===== config.mk =====
export PLATFORM = sky130hd
export DESIGN_NAME = ct_ciu_fifo_issue
export DESIGN_NICKNAME = d
export VERILOG_FILES = /design/src/rtl/ct_ciu_fifo_issue.sv
export SDC_FILE = /design/constraint.sdc
export NUM_CORES = 1
export LEC_CHECK = 0
export ABC_CLOCK_PERIOD_IN_PS = 1520
export BUFFER_PORTS_ARGS = -buffer_cell sky130_fd_sc_hd__clkbuf_2
export CAP_MARGIN = 0
export CORE_AREA = 2 2 39 41
export CTS_CLUSTER_DIAMETER = 80
export DETAILED_ROUTE_END_ITERATION = 10
export DIE_AREA = 0 0 41 43
export GPL_ROUTABILITY_DRIVEN = 0
export PLACE_DENSITY = 0.68
export SKIP_LAST_GASP = 1
export SYNTH_ARGS = -nofsm -noshare
export SYNTH_HDL_FRONTEND = slang
export SYNTH_SLANG_ARGS = --single-unit

===== constraint.sdc =====
create_clock -name clk -period 1.52 [get_ports clk]
set_input_delay 0.304 -clock clk [delete_from_list [all_inputs] [get_ports clk]]
set_output_delay 0.304 -clock clk [all_outputs]
set_load 0.01 [all_outputs]

===== src/rtl/ct_ciu_fifo_issue.sv =====
// CIU FIFO drain/issue stage: pops one entry, issues it on req/grant/nack,
// retries on nack and drops after max retries. Option: CT_CIU_FIFO_ISSUE_BACKOFF_EN.
module ct_ciu_fifo_issue #(
  parameter int WIDTH     = 6,
  parameter int RETRY_W   = 3,
  parameter int BACKOFF   = 4,
  parameter int BACKOFF_W = 3
) (
  input  logic               clk,
  input  logic               rst,
  input  logic               fifo_pop_data_vld,
  input  logic [WIDTH-1:0]   fifo_pop_data,
  output logic               fifo_pop_en,
  output logic               issue_req,
  output logic [WIDTH-1:0]   issue_data,
  input  logic               issue_grant,
  input  logic               issue_nack,
  output logic [RETRY_W-1:0] issue_retry_cnt,
  output logic               issue_done,
  output logic               issue_err,
  input  logic               issue_err_clr,
  output logic               issue_busy
);

  typedef enum logic [1:0] {
    S_IDLE,
    S_REQ
`ifdef CT_CIU_FIFO_ISSUE_BACKOFF_EN
    , S_BACKOFF
`endif
  } state_t;

  localparam logic [RETRY_W-1:0] RETRY_MAX = '1;

  state_t             state_q;
  logic [WIDTH-1:0]   hold_q;
  logic [RETRY_W-1:0] retry_q;
  logic               in_idle;
  logic               in_req;
  logic               nack_take;
  logic               retry_ok;
  logic               drop;

`ifdef CT_CIU_FIFO_ISSUE_BACKOFF_EN
  logic [BACKOFF_W-1:0] bo_q;
`endif

  assign in_idle   = (state_q == S_IDLE);
  assign in_req    = (state_q == S_REQ);
  // grant wins over nack in the same cycle
  assign nack_take = in_req & ~issue_grant & issue_nack;
  assign retry_ok  = nack_take & (retry_q != RETRY_MAX);
  assign drop      = nack_take & (retry_q == RETRY_MAX);

  assign fifo_pop_en = ~rst & fifo_pop_data_vld
                     & (in_idle | (in_req & issue_grant));

  assign issue_req       = in_req;
  assign issue_data      = hold_q;
  assign issue_retry_cnt = retry_q;
  assign issue_busy      = ~in_idle;

  always_ff @(posedge clk) begin
    if (rst) begin
      state_q    <= S_IDLE;
      hold_q     <= '0;
      retry_q    <= '0;
      issue_done <= 1'b0;
      issue_err  <= 1'b0;
`ifdef CT_CIU_FIFO_ISSUE_BACKOFF_EN
      bo_q       <= '0;
`endif
    end else begin
      issue_done <= in_req & issue_grant;
      issue_err  <= drop | (issue_err & ~issue_err_clr);

      if (fifo_pop_en) begin
        hold_q  <= fifo_pop_data;
        retry_q <= '0;
      end else if (retry_ok) begin
        retry_q <= retry_q + 1'b1;
      end

      case (state_q)
        S_IDLE: begin
          if (fifo_pop_en) state_q <= S_REQ;
        end
        S_REQ: begin
          if (issue_grant) begin
            state_q <= fifo_pop_en ? S_REQ : S_IDLE;
          end else if (drop) begin
            state_q <= S_IDLE;
          end else if (retry_ok) begin
`ifdef CT_CIU_FIFO_ISSUE_BACKOFF_EN
            state_q <= S_BACKOFF;
            bo_q    <= BACKOFF_W'(BACKOFF - 1);
`else
            state_q <= S_REQ;
`endif
          end
        end
`ifdef CT_CIU_FIFO_ISSUE_BACKOFF_EN
        S_BACKOFF: begin
          if (bo_q == '0) state_q <= S_REQ;
          else            bo_q    <= bo_q - 1'b1;
        end
`endif
        default: state_q <= S_IDLE;
      endcase
    end
  end

endmodule

* Yosys cells after proc, flatten, opt, wreduce, memory -nomap -nowiden
Cells that the tools add are included.
** Word-level totals
- Output and inout bits :: 14
- Bits in registers :: 13
- Bits in latches :: 0
- Memories kept :: 0
- Bits in read-only memories :: 0
- Input port bits :: 12
- Memory bits (writable) :: 0
- Word-level logic and storage cells :: 34
** Operators by class
- Divide/modulo/power cells :: 0
- Muxes and demuxes :: 6
- Bitwise logic cells :: 14
- Shifts and indexed selects :: 0
- $add $sub $neg :: 1
- Order comparisons :: 0
- Eq/ne operators :: 5
- Reductions and logical operators :: 3
- $mul :: 0
** Operator list (count)
- $and A1 B1 Y1 :: 8
- $mux W2 :: 4
- $ne A4 B2 Y1 const B :: 1
- $not A1 Y1 :: 4
- $pmux W2 S2 :: 1
- $add A3 B1 Y3 const B :: 1
- $eq A3 B3 Y1 const B :: 1
- $ne A3 B3 Y1 const B :: 1
- $eq A2 B1 Y1 const B :: 1
- $logic_not A2 Y1 :: 1
- $ne A2 B2 Y1 const B :: 1
- $or A1 B1 Y1 :: 2
- $reduce_and A2 Y1 :: 1
- $reduce_or A2 Y1 :: 1
- $mux W1 :: 1

* Longest topological paths before layout
- Word-level depth :: 8
- Depth in mapped cells :: 5
- Mapped depth without buffers :: 5

* Worst setup path after synthesis
OpenSTA, ideal clock, no wires.
- Kind :: register to register
- From :: register retry_q[0] (netlist: issue_retry_cnt[0])
- To :: register retry_q[2] (netlist: issue_retry_cnt[2])
- Clock period less this slack :: 1426 ps
- Arrival :: 1294 ps
- Buffers on the path :: 0
- Required time :: 1388 ps
- Setup time :: 132 ps
- Setup slack :: 94 ps
- Cell stages (with the launch flop) :: 6
- Cells stage by stage :: dfxtp_1 > ha_1 > ha_1 > and4bb_4 > mux2i_1 > nor3_1
** Between the ends
- Longest elaborated chain between the ends :: 2
- Elaborated cells between the ends (all ways) :: 3
- Classes of those cells :: add/sub: 1; eq/ne: 1; bitwise: 1
** RTL lines
- start: declaration :: line 37 : logic [RETRY_W-1:0] retry_q;
- start signal: assignment :: line 81 : retry_q <= retry_q + 1'b1;
- parallel branches: the longest is 2 deep, another holds $add A3 B1 Y3
Parallel ways; which one is timed is not known.
A chain may end at the register's enable or synchronous reset.

* Final worst setup path
Ends and elaborated chain as after synthesis.

==> results.json <==
{
  "setup_viol": 0,
  "path_clk_slew_ns": 0.07,
  "grt_usage": 0.152,
  "cts_inserted_buffers": 3,
  "crit_top_cell": "ha_1",
  "slowest_delay_ns": 0.34,
  "synth_largest_area_cell": "dfxtp_1",
  "dp_hpwl_um": 863,
  "rsz0062_at_grt": "false",
  "crit_fanout": 3,
  "initial_core_util": 0.355,
  "fmax_mhz": 695,
  "synth_most_common_cell": "dfxtp_1",
  "crit_start": "issue_retry_cnt[0]",
  "cts_sinks": 12,
  "worst_ir_drop_vdd_mv": 0.392,
  "synth_cell_types": 18,
  "drc": 0,
  "areaGrowthSynthToFinish_pct": 35.9,
  "syn-num-nets": 68,
  "grt_start_max_net_pins": 13,
  "io_pins": 26,
  "maxCapViolCount": 0,
  "synth_flop_cell": "dfxtp_1",
  "critPathBufInv": 0,
  "ys_ff_latch": 12,
  "finalHoldViolCount": 0,
  "crit_path_top_delay_cell": "dfxtp_1",
  "met3_usage": 0.0366,
  "fill_cells": 150,
  "endpoint_kind": "register",
  "core_area_um2": 1380,
  "async_reset_ff_frac": 0,
  "cp_top_family": "adder cells",
  "cts.htree.levels": 1,
  "met2_usage": 0.247,
  "startpoint_type": "register",
  "post_cts_buffers": 0,
  "met1_usage": 0.162,
  "finalCritPeriodShare": 0.946,
  "grt_pass1_vias": 421,
  "slew-limit-headroom": 0.823,
  "path_cells": "ha_1 -> ha_1 -> and4bb_4 -> mux2i_1 -> nor3_1",
  "die_width_um": 41,
  "setup-tns-final_ns": 0,
  "utilization": 0.483,
  "cts_tree": "done",
  "status": "complete, no violations",
  "clk_path_buf_depth": 2,
  "drtIter0Drc": 4,
  "power.leakage_nw": 0.314,
  "drtAntennaViolNets": 0,
  "layout.nets": 98,
  "drt_pass1_iterations": 4,
  "drive_gt1_frac": 0.402,
  "hp-class": "input pin to register",
  "ys_seq_area_frac": 0.489,
  "final.setup_skew_ns": 0.000315,
  "drv_slew": 0,
  "netlist_area_um2": 492,
  "synth.top_cell.area_share": 0.489,
  "synthTopCellsByArea": "dfxtp_1 49%, a21oi_1 8.1%, nand3_1 7.1%",
  "io_buffer_count": 25,
  "worstMarginPinSlew_ns": 0.266,
  "gr-total-overflow": 0,
  "vias": 478,
  "cp.required_ns": 1.67,
  "yosysWarnings": 0,
  "avgSynthCellArea_um2": 9.11,
  "grt_antenna_before_repair": 0,
  "min_from": "fifo_pop_data[1]",
  "fin_crit_ns": 1.44,
  "post_drt_wl_per_cell_um": 11.6,
  "power_density_nw_per_um2": 909,
  "vias_per_cell": 4.88,
  "cts-root-buf": "clkbuf_4",
  "path_class": "register to register",
  "grt-busiest-layer": "met2",
  "grt_pass1_wl_um": 1800,
  "reg2reg_from": "issue_retry_cnt[0]",
  "synth_edf_count": 0,
  "synthTopCellsByCount": "12 x dfxtp_1, 8 x a21oi_1, 7 x nand3_1, 6 x o21ai_0, 4 x nor3_1",
  "dieArea_um2": 1760,
  "syn_inst": 54,
  "rows": 14,
  "routed_wl_um": 1140,
  "antennaDiodeCount": 0,
  "die_h_um": 43,
  "critPathArrivalTime_ns": 1.59,
  "clock_latency_ns": 0.26
}
-- logic make-up (layout without fill, tap and decap cells) --
group / Yosys count / after routing / synth area share
adder cells (fa/ha/maj): 2 / 2 / 0.0509
multiplexers: 2 / 2 / 0.0407
XOR/XNOR: 1 / 1 / 0.0178
buffers and inverters: 4 / 32 / 0.0407
AO/OA/AOI/OAI: 14 / 14 / 0.142
flip-flops: 12 / 12 / 0.489
AND/OR/NAND/NOR: 19 / 19 / 0.219
-- sequential cells by signal, summed over array words and instances, names as in the netlist --
register and count:
issue_done 1, state_q 1, issue_data 6, issue_err 1, issue_retry_cnt 3
-- cells in the final DEF (no fill, tap or decap) --
cell type	count
clkbuf_2	25
a21oi_1	8
and4bb_4	1
o21ai_0	6
buf_4	3
nor3_1	4
clkbuf_4	3
nand2b_1	2
mux2i_1	2
nor2_1	2
inv_1	1
ha_1	2
dfxtp_1	12
nand3_1	7
nand2_1	1
and2_1	1
xnor2_1	1
nor2b_2	1
-- through the flow --
stage          instances  worst slack, ns  total power [mW]  hold slack, ns  instance area, µm²
4_1_cts               98           0.0229             0.616           0.261                 666
3_5_place_dp          95           0.0582             0.425           0.465                 643
5_1_grt               98          0.00740             0.644           0.270                 668
6_report              98           0.0815             0.607           0.263                 668
2_1_floorplan         54           0.0945             0.383           0.381                 492
3_3_place_gp          95            0.119             0.423           0.462                 643
-- metal layers --
metal / routed length [µm] / part of all wire / vias to the layer above
li1: - / - / 247
met3: 64 / 0.056 / 2
met5: 0 / 0 / -
met2: 592 / 0.52 / 15
met1: 468 / 0.41 / 214
met4: 14 / 0.012 / 0
-- final timing paths --
| path | to | slack [ns] | cells after the start |
|---|---|---|---|
| hold / removal | issue_data[1] | 0.26 | 3 |
| setup reg to reg | issue_retry_cnt[2] | 0.08 | 5 |
| setup / recovery | issue_retry_cnt[2] | 0.08 | 5 |
| hold reg to reg | issue_data[5] | 0.47 | 2 |
-- final cells by class --
class | instances | area [µm²] | share of cell area
Clock buffer | 3 | 22.5 | 0.0337
Inverter | 1 | 3.75 | 0.00562
Multi-Input combinational cell | 38 | 234 | 0.350
Sequential cell | 12 | 240 | 0.360
Tap cell | 16 | 20.0 | 0.0300
Timing Repair Buffer | 28 | 148 | 0.221
-- power by group --
group	internal, mW	total [mW]	switching (mW)	leakage (nW)
clock network	0.0915	0.190	0.0983	0.0138
registers	0.327	0.333	0.00678	0.0981
logic	0.0395	0.0841	0.0446	0.202
-- repair_timing --
| item | CTS | global route |
|---|---|---|
| endpoints found under the setup margin | 0 | 2 |
| endpoints found under the hold margin | 0 | 0 |
| hold buffers | 0 | 0 |
| gates resized for setup | 0 | 1 |
-- worst reg2reg max path: cells and delay by family, from the launching register on --
| family | cells | cell delay [ns] |
|---|---|---|
| muxes | 1 | 0.20 |
| adders and majority gates | 2 | 0.40 |
| and+or+nand+nor | 2 | 0.40 |
| DFF | 1 | 0.34 |
Power figures use the tool's default switching activity.
